File: config.mk
export PLATFORM = sky130hd
export DESIGN_NAME = conv2x2_feeder_flat
export DESIGN_NICKNAME = d
export VERILOG_FILES = /design/src/rtl/conv2x2_feeder_pkg.sv /design/src/rtl/conv2x2_feeder_if.sv /design/src/rtl/conv2x2_feeder_buf.sv /design/src/rtl/conv2x2_feeder.sv /design/src/flat_wrapper.sv
export SDC_FILE = /design/constraint.sdc
export NUM_CORES = 1
export LEC_CHECK = 0
export CORE_MARGIN = 2
export CORE_UTILIZATION = 67
export CTS_CLUSTER_SIZE = 25
export DETAILED_ROUTE_END_ITERATION = 7
export GPL_TIMING_DRIVEN = 0
export HOLD_SLACK_MARGIN = 0.02
export PLACE_DENSITY = 0.95
export SLEW_MARGIN = 20
export SYNTH_ARGS = -nofsm -noshare
export SYNTH_HDL_FRONTEND = slang
export SYNTH_SLANG_ARGS = --single-unit
File: constraint.sdc
create_clock -name clk -period 7.4 [get_ports clk]
set_input_delay 1.48 -clock clk [delete_from_list [all_inputs] [get_ports clk]]
set_output_delay 1.48 -clock clk [all_outputs]
set_load 0.01 [all_outputs]
File: src/rtl/conv2x2_feeder_pkg.sv
// Shared types and constants for the 2x2 convolution window feeder.
package conv2x2_feeder_pkg;
  typedef enum logic [1:0] {ST_LOAD, ST_WGT, ST_EMIT, ST_DONE} state_t;

  localparam int DATA_W_DEF = 8;
  localparam int NUM_WGT    = 4;

  function automatic int win_count(input int img_w);
    return (img_w - 1) * (img_w - 1);
  endfunction
endpackage

File: src/rtl/conv2x2_feeder_if.sv
// Pixel/weight stream inputs and convolution-engine outputs of the feeder.
// CONV_FEEDER_OVF_FLAG_EN adds the sticky ovf_err flag.
interface conv2x2_feeder_if
  import conv2x2_feeder_pkg::*;
#(
  parameter int DATA_W = DATA_W_DEF
);
  logic              pix_valid, pix_ready;
  logic [DATA_W-1:0] pix_in;
  logic              wgt_valid, wgt_ready;
  logic [DATA_W-1:0] wgt_in;
  logic              weight_valid;
  logic [DATA_W-1:0] In_Weight_1, In_Weight_2, In_Weight_3, In_Weight_4;
  logic              in_valid;
  logic [DATA_W-1:0] In_IFM_1, In_IFM_2, In_IFM_3, In_IFM_4;
  logic              done;
`ifdef CONV_FEEDER_OVF_FLAG_EN
  logic              ovf_err;
`endif

  modport slave (
    input  pix_valid, pix_in, wgt_valid, wgt_in,
    output pix_ready, wgt_ready, weight_valid,
           In_Weight_1, In_Weight_2, In_Weight_3, In_Weight_4,
           in_valid, In_IFM_1, In_IFM_2, In_IFM_3, In_IFM_4, done
`ifdef CONV_FEEDER_OVF_FLAG_EN
    , ovf_err
`endif
  );

  modport master (
    output pix_valid, pix_in, wgt_valid, wgt_in,
    input  pix_ready, wgt_ready, weight_valid,
           In_Weight_1, In_Weight_2, In_Weight_3, In_Weight_4,
           in_valid, In_IFM_1, In_IFM_2, In_IFM_3, In_IFM_4, done
`ifdef CONV_FEEDER_OVF_FLAG_EN
    , ovf_err
`endif
  );
endinterface

File: src/rtl/conv2x2_feeder_buf.sv
// Pixel register file: one write port, combinational 4-tap 2x2 window read.
module conv2x2_feeder_buf #(
  parameter  int IMG_W  = 6,
  parameter  int DATA_W = 8,
  localparam int NPIX   = IMG_W * IMG_W,
  localparam int AW     = $clog2(NPIX),
  localparam int CW     = $clog2(IMG_W)
) (
  input  logic                        clk,
  input  logic                        i_we,
  input  logic [AW-1:0]               i_waddr,
  input  logic [DATA_W-1:0]           i_wdata,
  input  logic [CW-1:0]               i_row,
  input  logic [CW-1:0]               i_col,
  output logic [3:0][DATA_W-1:0]      o_taps
);
  logic [DATA_W-1:0] r_pix [NPIX];
  logic [AW-1:0]     w_base;

  assign w_base = AW'(i_row) * AW'(IMG_W) + AW'(i_col);

  always_ff @(posedge clk)
    if (i_we) r_pix[i_waddr] <= i_wdata;

  // tap 0 top-left, 1 top-right, 2 bottom-left, 3 bottom-right
  assign o_taps[0] = r_pix[w_base];
  assign o_taps[1] = r_pix[w_base + AW'(1)];
  assign o_taps[2] = r_pix[w_base + AW'(IMG_W)];
  assign o_taps[3] = r_pix[w_base + AW'(IMG_W + 1)];
endmodule

File: src/rtl/conv2x2_feeder.sv
// Buffers an IMG_W x IMG_W frame plus 4 weights, then streams every 2x2 window.
// CONV_FEEDER_OVF_FLAG_EN adds a sticky ovf_err flag for items offered while not ready.
module conv2x2_feeder
  import conv2x2_feeder_pkg::*;
#(
  parameter int IMG_W  = 6,
  parameter int DATA_W = DATA_W_DEF
) (
  input  logic             clk,
  input  logic             rst,
  conv2x2_feeder_if.slave  bus
);
  localparam int NPIX = IMG_W * IMG_W;
  localparam int NWIN = win_count(IMG_W);
  localparam int AW   = $clog2(NPIX);
  localparam int PCW  = $clog2(NPIX + 1);
  localparam int WCW  = $clog2(NUM_WGT + 1);
  localparam int WAW  = $clog2(NUM_WGT);
  localparam int CW   = $clog2(IMG_W);
  localparam int NWW  = $clog2(NWIN + 1);

  state_t                           r_state;
  logic [PCW-1:0]                   r_pix_cnt;
  logic [WCW-1:0]                   r_wgt_cnt;
  logic [CW-1:0]                    r_row, r_col;
  logic [NWW-1:0]                   r_win_cnt;
  logic                             r_pix_ready, r_wgt_ready, r_weight_valid, r_in_valid, r_done;
  logic [NUM_WGT-1:0][DATA_W-1:0]   r_wout, w_wgt_fwd;
  logic [3:0][DATA_W-1:0]           r_ifm, w_taps;
  logic [DATA_W-1:0]                r_wgt [NUM_WGT];

  logic           w_pix_acc, w_wgt_acc, w_load_done, w_col_last;
  logic [PCW-1:0] w_pix_cnt_n;
  logic [WCW-1:0] w_wgt_cnt_n;
  logic [CW-1:0]  w_row_n, w_col_n;

  assign w_pix_acc   = bus.pix_valid & r_pix_ready;
  assign w_wgt_acc   = bus.wgt_valid & r_wgt_ready;
  assign w_pix_cnt_n = r_pix_cnt + PCW'(w_pix_acc);
  assign w_wgt_cnt_n = r_wgt_cnt + WCW'(w_wgt_acc);
  assign w_load_done = (w_pix_cnt_n == PCW'(NPIX)) && (w_wgt_cnt_n == WCW'(NUM_WGT));

  // Row stops at its last value so the buffer is never addressed past the frame.
  assign w_col_last = (r_col == CW'(IMG_W - 2));
  assign w_col_n    = w_col_last ? '0 : r_col + CW'(1);
  assign w_row_n    = (w_col_last && r_row != CW'(IMG_W - 2)) ? r_row + CW'(1) : r_row;

  // The last weight may land on the same edge the weight outputs load.
  always_comb begin
    for (int k = 0; k < NUM_WGT; k++) begin
      w_wgt_fwd[k] = r_wgt[k];
      if (w_wgt_acc && r_wgt_cnt == WCW'(k)) w_wgt_fwd[k] = bus.wgt_in;
    end
  end

  always_ff @(posedge clk)
    if (w_wgt_acc) r_wgt[r_wgt_cnt[WAW-1:0]] <= bus.wgt_in;

  conv2x2_feeder_buf #(.IMG_W(IMG_W), .DATA_W(DATA_W)) u_buf (
    .clk     (clk),
    .i_we    (w_pix_acc),
    .i_waddr (r_pix_cnt[AW-1:0]),
    .i_wdata (bus.pix_in),
    .i_row   (r_row),
    .i_col   (r_col),
    .o_taps  (w_taps)
  );

  always_ff @(posedge clk) begin
    if (rst) begin
      r_state        <= ST_LOAD;
      r_pix_cnt      <= '0;
      r_wgt_cnt      <= '0;
      r_row          <= '0;
      r_col          <= '0;
      r_win_cnt      <= '0;
      r_pix_ready    <= 1'b1;
      r_wgt_ready    <= 1'b1;
      r_weight_valid <= 1'b0;
      r_in_valid     <= 1'b0;
      r_done         <= 1'b0;
      r_wout         <= '0;
      r_ifm          <= '0;
    end else begin
      case (r_state)
        ST_LOAD: begin
          r_pix_cnt <= w_pix_cnt_n;
          r_wgt_cnt <= w_wgt_cnt_n;
          if (w_load_done) begin
            r_state        <= ST_WGT;
            r_pix_ready    <= 1'b0;
            r_wgt_ready    <= 1'b0;
            r_weight_valid <= 1'b1;
            r_wout         <= w_wgt_fwd;
          end else begin
            r_pix_ready <= (w_pix_cnt_n < PCW'(NPIX));
            r_wgt_ready <= (w_wgt_cnt_n < WCW'(NUM_WGT));
          end
        end
        ST_WGT: begin
          r_state        <= ST_EMIT;
          r_weight_valid <= 1'b0;
          r_in_valid     <= 1'b1;
          r_ifm          <= w_taps;
          r_row          <= w_row_n;
          r_col          <= w_col_n;
          r_win_cnt      <= NWW'(1);
        end
        ST_EMIT: begin
          if (r_win_cnt == NWW'(NWIN)) begin
            r_state    <= ST_DONE;
            r_in_valid <= 1'b0;
            r_ifm      <= '0;
            r_wout     <= '0;
            r_done     <= 1'b1;
          end else begin
            r_ifm     <= w_taps;
            r_row     <= w_row_n;
            r_col     <= w_col_n;
            r_win_cnt <= r_win_cnt + NWW'(1);
          end
        end
        default: begin
          r_state     <= ST_LOAD;
          r_done      <= 1'b0;
          r_pix_cnt   <= '0;
          r_wgt_cnt   <= '0;
          r_row       <= '0;
          r_col       <= '0;
          r_win_cnt   <= '0;
          r_pix_ready <= 1'b1;
          r_wgt_ready <= 1'b1;
        end
      endcase
    end
  end

`ifdef CONV_FEEDER_OVF_FLAG_EN
  logic r_ovf;
  always_ff @(posedge clk) begin
    if (rst || r_state == ST_DONE) r_ovf <= 1'b0;
    else if ((bus.pix_valid && !r_pix_ready) || (bus.wgt_valid && !r_wgt_ready)) r_ovf <= 1'b1;
  end
  assign bus.ovf_err = r_ovf;
`endif

  assign bus.pix_ready    = r_pix_ready;
  assign bus.wgt_ready    = r_wgt_ready;
  assign bus.weight_valid = r_weight_valid;
  assign bus.In_Weight_1  = r_wout[0];
  assign bus.In_Weight_2  = r_wout[1];
  assign bus.In_Weight_3  = r_wout[2];
  assign bus.In_Weight_4  = r_wout[3];
  assign bus.in_valid     = r_in_valid;
  assign bus.In_IFM_1     = r_ifm[0];
  assign bus.In_IFM_2     = r_ifm[1];
  assign bus.In_IFM_3     = r_ifm[2];
  assign bus.In_IFM_4     = r_ifm[3];
  assign bus.done         = r_done;
endmodule
File: src/flat_wrapper.sv
// flat-port wrapper written by rule: the top's interface ports become plain ports
module conv2x2_feeder_flat import conv2x2_feeder_pkg::*;
#(
  parameter int IMG_W  = 6,
  parameter int DATA_W = DATA_W_DEF
)
  (clk, rst, bus_pix_valid, bus_pix_in, bus_wgt_valid, bus_wgt_in, bus_pix_ready, bus_wgt_ready, bus_weight_valid, bus_In_Weight_1, bus_In_Weight_2, bus_In_Weight_3, bus_In_Weight_4, bus_in_valid, bus_In_IFM_1, bus_In_IFM_2, bus_In_IFM_3, bus_In_IFM_4, bus_done);
  conv2x2_feeder_if #(.DATA_W(DATA_W)) bus_i ();
  input  logic clk;
  input  logic rst;
  input wire logic [$bits(bus_i.pix_valid)-1:0] bus_pix_valid;
  input wire logic [$bits(bus_i.pix_in)-1:0] bus_pix_in;
  input wire logic [$bits(bus_i.wgt_valid)-1:0] bus_wgt_valid;
  input wire logic [$bits(bus_i.wgt_in)-1:0] bus_wgt_in;
  output wire logic [$bits(bus_i.pix_ready)-1:0] bus_pix_ready;
  output wire logic [$bits(bus_i.wgt_ready)-1:0] bus_wgt_ready;
  output wire logic [$bits(bus_i.weight_valid)-1:0] bus_weight_valid;
  output wire logic [$bits(bus_i.In_Weight_1)-1:0] bus_In_Weight_1;
  output wire logic [$bits(bus_i.In_Weight_2)-1:0] bus_In_Weight_2;
  output wire logic [$bits(bus_i.In_Weight_3)-1:0] bus_In_Weight_3;
  output wire logic [$bits(bus_i.In_Weight_4)-1:0] bus_In_Weight_4;
  output wire logic [$bits(bus_i.in_valid)-1:0] bus_in_valid;
  output wire logic [$bits(bus_i.In_IFM_1)-1:0] bus_In_IFM_1;
  output wire logic [$bits(bus_i.In_IFM_2)-1:0] bus_In_IFM_2;
  output wire logic [$bits(bus_i.In_IFM_3)-1:0] bus_In_IFM_3;
  output wire logic [$bits(bus_i.In_IFM_4)-1:0] bus_In_IFM_4;
  output wire logic [$bits(bus_i.done)-1:0] bus_done;
  assign bus_i.pix_valid = bus_pix_valid;
  assign bus_i.pix_in = bus_pix_in;
  assign bus_i.wgt_valid = bus_wgt_valid;
  assign bus_i.wgt_in = bus_wgt_in;
  assign bus_pix_ready = bus_i.pix_ready;
  assign bus_wgt_ready = bus_i.wgt_ready;
  assign bus_weight_valid = bus_i.weight_valid;
  assign bus_In_Weight_1 = bus_i.In_Weight_1;
  assign bus_In_Weight_2 = bus_i.In_Weight_2;
  assign bus_In_Weight_3 = bus_i.In_Weight_3;
  assign bus_In_Weight_4 = bus_i.In_Weight_4;
  assign bus_in_valid = bus_i.in_valid;
  assign bus_In_IFM_1 = bus_i.In_IFM_1;
  assign bus_In_IFM_2 = bus_i.In_IFM_2;
  assign bus_In_IFM_3 = bus_i.In_IFM_3;
  assign bus_In_IFM_4 = bus_i.In_IFM_4;
  assign bus_done = bus_i.done;
  conv2x2_feeder #(.IMG_W(IMG_W), .DATA_W(DATA_W)) u_core (.clk(clk), .rst(rst), .bus(bus_i));
endmodule
# Word level (Yosys, flattened, before mapping)
# Memory sizes are Yosys's and may differ from the RTL's.
# Index checks and enable logic that the tools add are counted.
dict set report classes {
  addsub 9
  eq_ne 13
  n_mux 36
  n_bitwise 4
  reduce_logical 19
  order_cmp 2
  n_mul 1
}
# cell n
set op_table {}
lappend op_table {{$pmux 32 s2} 2}
lappend op_table {{$mux 32} 3}
lappend op_table {{$mux 8} 4}
lappend op_table {{$pmux 3 s3} 2}
lappend op_table {{$pmux 5 s3} 1}
lappend op_table {{$add 6x3->6 const B} 2}
lappend op_table {{$mux 3} 4}
lappend op_table {{$pmux 6 s2} 1}
lappend op_table {{$pmux 1 s2} 5}
lappend op_table {{$reduce_and 2->1} 5}
lappend op_table {{$mux 1} 9}
lappend op_table {{$add 3x1->3 const B} 2}
lappend op_table {{$add 6x1->6} 1}
lappend op_table {{$add 6x1->6 const B} 1}
lappend op_table {{$add 6x3->6} 1}
lappend op_table {{$eq 3x2->1 const B} 2}
lappend op_table {{$eq 3x3->1 const B} 2}
lappend op_table {{$eq 6x6->1 const B} 1}
lappend op_table {{$logic_and 1x1->1} 6}
lappend op_table {{$lt 6x6->1 const B} 1}
lappend op_table {{$pmux 2 s3} 1}
lappend op_table {{$pmux 3 s2} 1}
lappend op_table {{$reduce_bool 2->1} 3}
lappend op_table {{$add 5x1->5 const B} 1}
lappend op_table {{other kinds (18)} 23}
dict set report word_totals {
  ff_bits 91
  wordCells 105
  n_memories 2
  out_inout_bits 69
  ram_bits 320
}
# memory words width read_ports rd_ports_with_merged_regs write_ports line_no
set memory_table {}
lappend memory_table {u_core.u_buf.r_pix 36 8 4 0 1 conv2x2_feeder_buf.sv:17} ;# logic [DATA_W-1:0] r_pix [NPIX];
lappend memory_table {u_core.r_wgt 4 8 4 0 1 conv2x2_feeder.sv:30} ;# logic [DATA_W-1:0] r_wgt [NUM_WGT];

# Depth between registers and ports, before layout
dict set report depth {
  depth_word 6
  mapped_depth 13
  depth_no_buf 12
}

# Hierarchy
# From an unflattened synthesis, not the netlist that was laid out.
dict set report hier_totals {
  hier_cells 1722
  hier_area_um2 24079.3
}
# mod instances area_each_um2 cells_per_inst
set modules_own_cells {}
lappend modules_own_cells {conv2x2_feeder_buf 1 18814.3 1251}
lappend modules_own_cells {conv2x2_feeder 1 5265.0 471}

# Worst setup path before layout
# Ideal clock, no wire load.
dict set report synth_timing {
  path_kind {input -> register}
  from {input port bus_pix_valid}
  to {register u_core.r_wout (netlist bit u_core.bus.In_Weight_1[2])}
  arrival_ps 3670
  setup_slack_ps 3603
  stages 11
  setup_ps 127
  path_cell_list {nand2_1 clkinv_1 ha_1 ha_1 nor4_1 nand3b_1 a211oi_1 o22ai_1 o21ba_2 clkbuf_1 o2bb2ai_1}
}
dict set report synth_via {
  elab_chain_cells 6
}
# element line_no
set synth_rtl {}
lappend synth_rtl {{start: declaration} flat_wrapper.sv:11} ;# input wire logic [$bits(bus_i.pix_valid)-1:0] bus_pix_valid;
lappend synth_rtl {{$and 1x1->1} conv2x2_feeder.sv:37} ;# assign w_pix_acc = bus.pix_valid & r_pix_ready;
lappend synth_rtl {{$add 6x1->6} conv2x2_feeder.sv:39} ;# assign w_pix_cnt_n = r_pix_cnt + PCW'(w_pix_acc);
lappend synth_rtl {{$eq 6x6->1} conv2x2_feeder.sv:41} ;# assign w_load_done = (w_pix_cnt_n == PCW'(NPIX)) && (w_wgt_cnt_n == WCW'(NUM_WGT));
lappend synth_rtl {{$logic_and 1x1->1} conv2x2_feeder.sv:41}
lappend synth_rtl {{$ne 2x1->1 (no source line)} n/a}
lappend synth_rtl {{$reduce_and 3->1 (no source line)} n/a}
lappend synth_rtl {{end signal: assignment} conv2x2_feeder.sv:94} ;# r_wout <= w_wgt_fwd;
lappend synth_rtl {{end: declaration} conv2x2_feeder.sv:28} ;# logic [NUM_WGT-1:0][DATA_W-1:0] r_wout, w_wgt_fwd;
# No other way between the ends.
# A chain may end at the register's enable or synchronous reset.

# Worst setup path in the final report
dict set report layout_timing {
  from {register u_core.r_col[0]}
  to {register u_core.r_ifm (netlist bit u_core.bus.In_IFM_4[0])}
}
dict set report layout_via {
  elab_chain_cells 5
}
# element line_no
set layout_rtl {}
lappend layout_rtl {{start: declaration} conv2x2_feeder.sv:25} ;# logic [CW-1:0] r_row, r_col;
lappend layout_rtl {{start signal: assignment} conv2x2_feeder.sv:106} ;# r_col <= w_col_n;
lappend layout_rtl {{start signal: assignment} conv2x2_feeder.sv:119} ;# r_col <= w_col_n;
lappend layout_rtl {{$add 6x3->6 (*)} conv2x2_feeder_buf.sv:20} ;# assign w_base = AW'(i_row) * AW'(IMG_W) + AW'(i_col);
lappend layout_rtl {{$add 6x3->6 (*)} conv2x2_feeder_buf.sv:29} ;# assign o_taps[3] = r_pix[w_base + AW'(IMG_W + 1)];
lappend layout_rtl {{$mem_v2 36x8 (*)} n/a}
lappend layout_rtl {{$mux 32} conv2x2_feeder.sv:110} ;# if (r_win_cnt == NWW'(NWIN)) begin
lappend layout_rtl {{$pmux 32 s2 (*)} conv2x2_feeder.sv:85} ;# case (r_state)
lappend layout_rtl {{end signal: assignment} conv2x2_feeder.sv:104} ;# r_ifm <= w_taps;
lappend layout_rtl {{end signal: assignment} conv2x2_feeder.sv:117} ;# r_ifm <= w_taps;
lappend layout_rtl {{end: declaration} conv2x2_feeder.sv:29} ;# logic [3:0][DATA_W-1:0] r_ifm, w_taps;
# Mark *: on every way between the ends. The rest lies on a longest branch, timed or not.

==> results.md <==
- Top cells by count, synth: edfxtp_1, mux4_2, mux2i_1, nand2_1, nor2_1
- Final min period: 6.06 ns
- IO Port Bufs: 87
- Adder-cell share of the synthesized area: 1.43%
- Hold Crit Depth: 1
- Pint: 3.85 mW
- Achievable frequency: 0.165 GHz
- Vias/cell: 8.21
- Synth top area cells: edfxtp_1, mux4_2, dfxtp_1
- Register-to-Register Setup Slack: 1.34 ns
- Largest delay contributor family on the critical path: buffers and inverters
- Hold_sp: u_core.bus.In_Weight_1[3]$_SDFFE_PP0P_
- Tightest Pin Transition: 1.24 ns
- Yosys top cell by area: edfxtp_1
- WL/cell: 40.1 um
- Congestion Overflow GR: 0
- Switching pwr: 1.07 mW
- H-tree depth: 2
- Worst Skew: 0.0310 ns
- # IOs: 89
- Main combinational cell family by area after synthesis: multiplexers
- Count of cell types in the netlist: 53
- Mapped Cells: 1492
- Rel. slew slack: 17.0%
- DIE AREA: 35700 um^2
- Async set-reset flop share out of synthesis: 0%
- FP Rows: 67
- Filler cell count: 1877
- Setup WS pre-CTS: 2.01 ns
- Number of enable flip-flop cells after synthesis: 320
- Post-layout instance area: 25800 um^2
- Element type at the critical path start: register
- Mux contribution to synthesized area: 34.0%
- Part of the cycle the worst path needs: 81.9%
- IR drop worst, VDD: 0.239 mV
- Most frequent cell after synthesis: edfxtp_1
- CP Data Arrival Time: 6.50 ns
- CP endpoint kind: register
- Cell mode on critical path: buf_2
- Post-synth net total: 1537
- Area growth from synthesis to layout: 12.8%
- FF-to-FF path depth: 13
- Setup bufs post-CTS: 0
- Synth Area in XOR/XNOR: 1.06%
- Post-Synth Simple-Gate Area: 5.81%
- Combinational Power Share: 2.9%
- Synth warn: 0
- Buffers and inverters on the worst path: 6
- CP Cell Sequence: buf_2, inv_1, buf_2, buf_2, ha_1, xnor2_1, clkbuf_1, clkbuf_1, mux4_2, mux2i_1, mux2i_1, nand2_1, nand3_1
- Quantity of hold-fixing buffers added after cts: 0
- Sw Ratio: 21.8%
- GPL Wtd Cong: 1.10
- Largest net degree at the start of global routing: 37
- Clk pin slew, worst setup/hold paths: 0.06 ns
- Pwr Total: 4.92 mW
- Setup violators final: 0
- Flops & latches, synth: 411
- CORE AREA: 33600 um^2
- RSZ-0062 raised after global routing: false
- Mapped Avg Cell Area: 15.4 um^2
- Vias in the first global route: 16800
- Final ANT Viol Nets: 0
- Starting Density: 68.2%
- Inserted Clock Buffers: 43
- Initial antenna violation count: 8
- CTS tree: done
- Drt drc: 0
- Leakage: 8.33 nW
- Crit Reg-Reg Startpoint: u_core.r_col[0]$_SDFFE_PP0P_
- Final #Nets: 1673
- TritonCTS Sinks: 411
- Sequential share of power: 51.3%
- Crit Reg-Reg Endpoint: u_core.bus.In_IFM_4[0]$_SDFFE_PP0N_
- Core Util, Final: 76.9%
- Clock group share of total power: 45.8%
- Primary FF master, synth: edfxtp_1
- CP Max Fanout: 11
- Outcome: finished, final reports clean
- CTS resizes: 0
- Root Driver: clkbuf_16
- Sequential area share after synthesis: 49.9%
- CP max stage cell: clkbuf_1
- Placement Cell Area: 24400 um^2
- DIE HEIGHT: 189 um
- Setup TNS: 0 ns
- CTS Buffer Depth: 3
- Final HPWL DP: 59.7 mm
- 1st-iter DRT viols: 3609
- Synth top area share: 41.9%
- Hold endpoint: u_core.bus.In_Weight_1[3]$_SDFFE_PP0P_
- Max-slew violation count: 0
- Worst Path Required: 7.84 ns
- First-pass iteration count of the detailed router: 7
- First-pass GRT wire length: 120 mm
- Clk_lat worst skew: 0.58 ns
- Share of cells above drive strength 1: 26.2%
- Slowest stage delay, CP: 0.87 ns
- Final hold vios: 0
- Chip Width: 189 um
- Final wirelength: 84.7 mm
- Hold Crit Class: register to register
- Synth Cell Area: 22900 um^2
- PD cells: 190 nW/um^2
- Global Route Usage Sum: 48.4%
- # Max-Cap Violations: 0
- Crit path kind: register to register
- Worst Setup Slack, final: 1.34 ns
- Vias: 17300
- Synth Area in Compound Gates: 5.23%
per-stage QoR:
stage	cells	hold slack, ns
global placement	2027	0.446
global route	2110	0.484
finish	2113	0.468
floorplan	1492	0.465
CTS	2110	0.469
detailed placement	2031	0.450
layout by cell type (no fill, tap or decap), types with 20 or more instances in the layout:
master	Yosys	routed
mux4_2	280	280
mux2i_1	133	133
nand2_1	96	96
a22oi_1	28	28
dfxtp_1	91	91
clkdlybuf4s50_1	0	79
nor2_1	92	87
inv_1	25	25
clkbuf_1	59	70
o21ai_0	40	40
a21oi_1	20	20
ha_1	23	23
nand3_1	40	40
buf_2	43	53
clkbuf_16	0	43
edfxtp_1	320	320
o2bb2ai_1	32	32
power by group through the flow:
stage / registers [mW] / logic (mW) / clock network, mW
detailed placement: 2.57 / 0.133 / 0
global route: 2.52 / 0.147 / 2.31
finish: 2.52 / 0.144 / 2.25
floorplan: 2.56 / 0.0638 / 0
CTS: 2.52 / 0.136 / 2.24
global placement: 2.57 / 0.127 / 0
worst max-delay path by stage:
stage / from / end / slack [ns] / depth (start not counted)
floorplan: bus_pix_valid / u_core.bus.In_Weight_1[2]$_SDFFE_PP0P_ / 3.60 / 11
global placement: u_core.r_col[0]$_SDFFE_PP0P_ / u_core.bus.In_IFM_4[0]$_SDFFE_PP0N_ / 2.08 / 13
detailed placement: u_core.r_col[0]$_SDFFE_PP0P_ / u_core.bus.In_IFM_4[0]$_SDFFE_PP0N_ / 2.01 / 13
CTS: u_core.r_col[0]$_SDFFE_PP0P_ / u_core.bus.In_IFM_4[0]$_SDFFE_PP0N_ / 1.86 / 13
global route: u_core.r_col[0]$_SDFFE_PP0P_ / u_core.bus.In_IFM_4[0]$_SDFFE_PP0N_ / 1.56 / 13
finish: u_core.r_col[0]$_SDFFE_PP0P_ / u_core.bus.In_IFM_4[0]$_SDFFE_PP0N_ / 1.34 / 13
metal layers:
layer / part of all wire, % / up-vias / track usage, %
met1: 31 / 8461 / 61.3
met2: 44 / 2012 / 70.9
met3: 17 / 438 / 20.9
li1: - / 6427 / -
met4: 7.4 / 8 / 26.4
met5: 0.11 / - / 0
flip-flops by register name, summed over array words and instances, names as in the netlist, 2 cells and up:
register	cells
u_core.bus.In_IFM_1	8
u_core.bus.In_IFM_2	8
u_core.bus.In_IFM_3	8
u_core.bus.In_IFM_4	8
u_core.bus.In_Weight_1	8
u_core.bus.In_Weight_2	8
u_core.bus.In_Weight_3	8
u_core.bus.In_Weight_4	8
u_core.r_col	3
u_core.r_pix_cnt	6
u_core.r_row	3
u_core.r_state	2
u_core.r_wgt	32
u_core.r_wgt_cnt	3
u_core.r_win_cnt	5
u_core.u_buf.r_pix	288
cells by family (layout without fill, tap and decap cells):
kind of cell | after synthesis | in the layout
compound gates | 172 | 172
fa+ha+maj | 25 | 25
simple gates | 294 | 294
other cells | 0 | 3
mux | 427 | 427
xor+xnor | 22 | 22
flops | 411 | 411
buf+inv | 141 | 311
layout make-up:
cell class	count	area (um^2)	area share (%)
Sequential cell	411	11400	44.2
Multi-Input combinational cell	940	10900	42.3
Clock buffer	58	1170	4.54
Timing Repair Buffer	91	866	3.35
Tap cell	448	561	2.17
Buffer	114	494	1.91
Clock inverter	21	279	1.08
Inverter	27	101	0.392
Antenna cell	3	7.51	0.0291
Power figures use the tool's default switching activity.
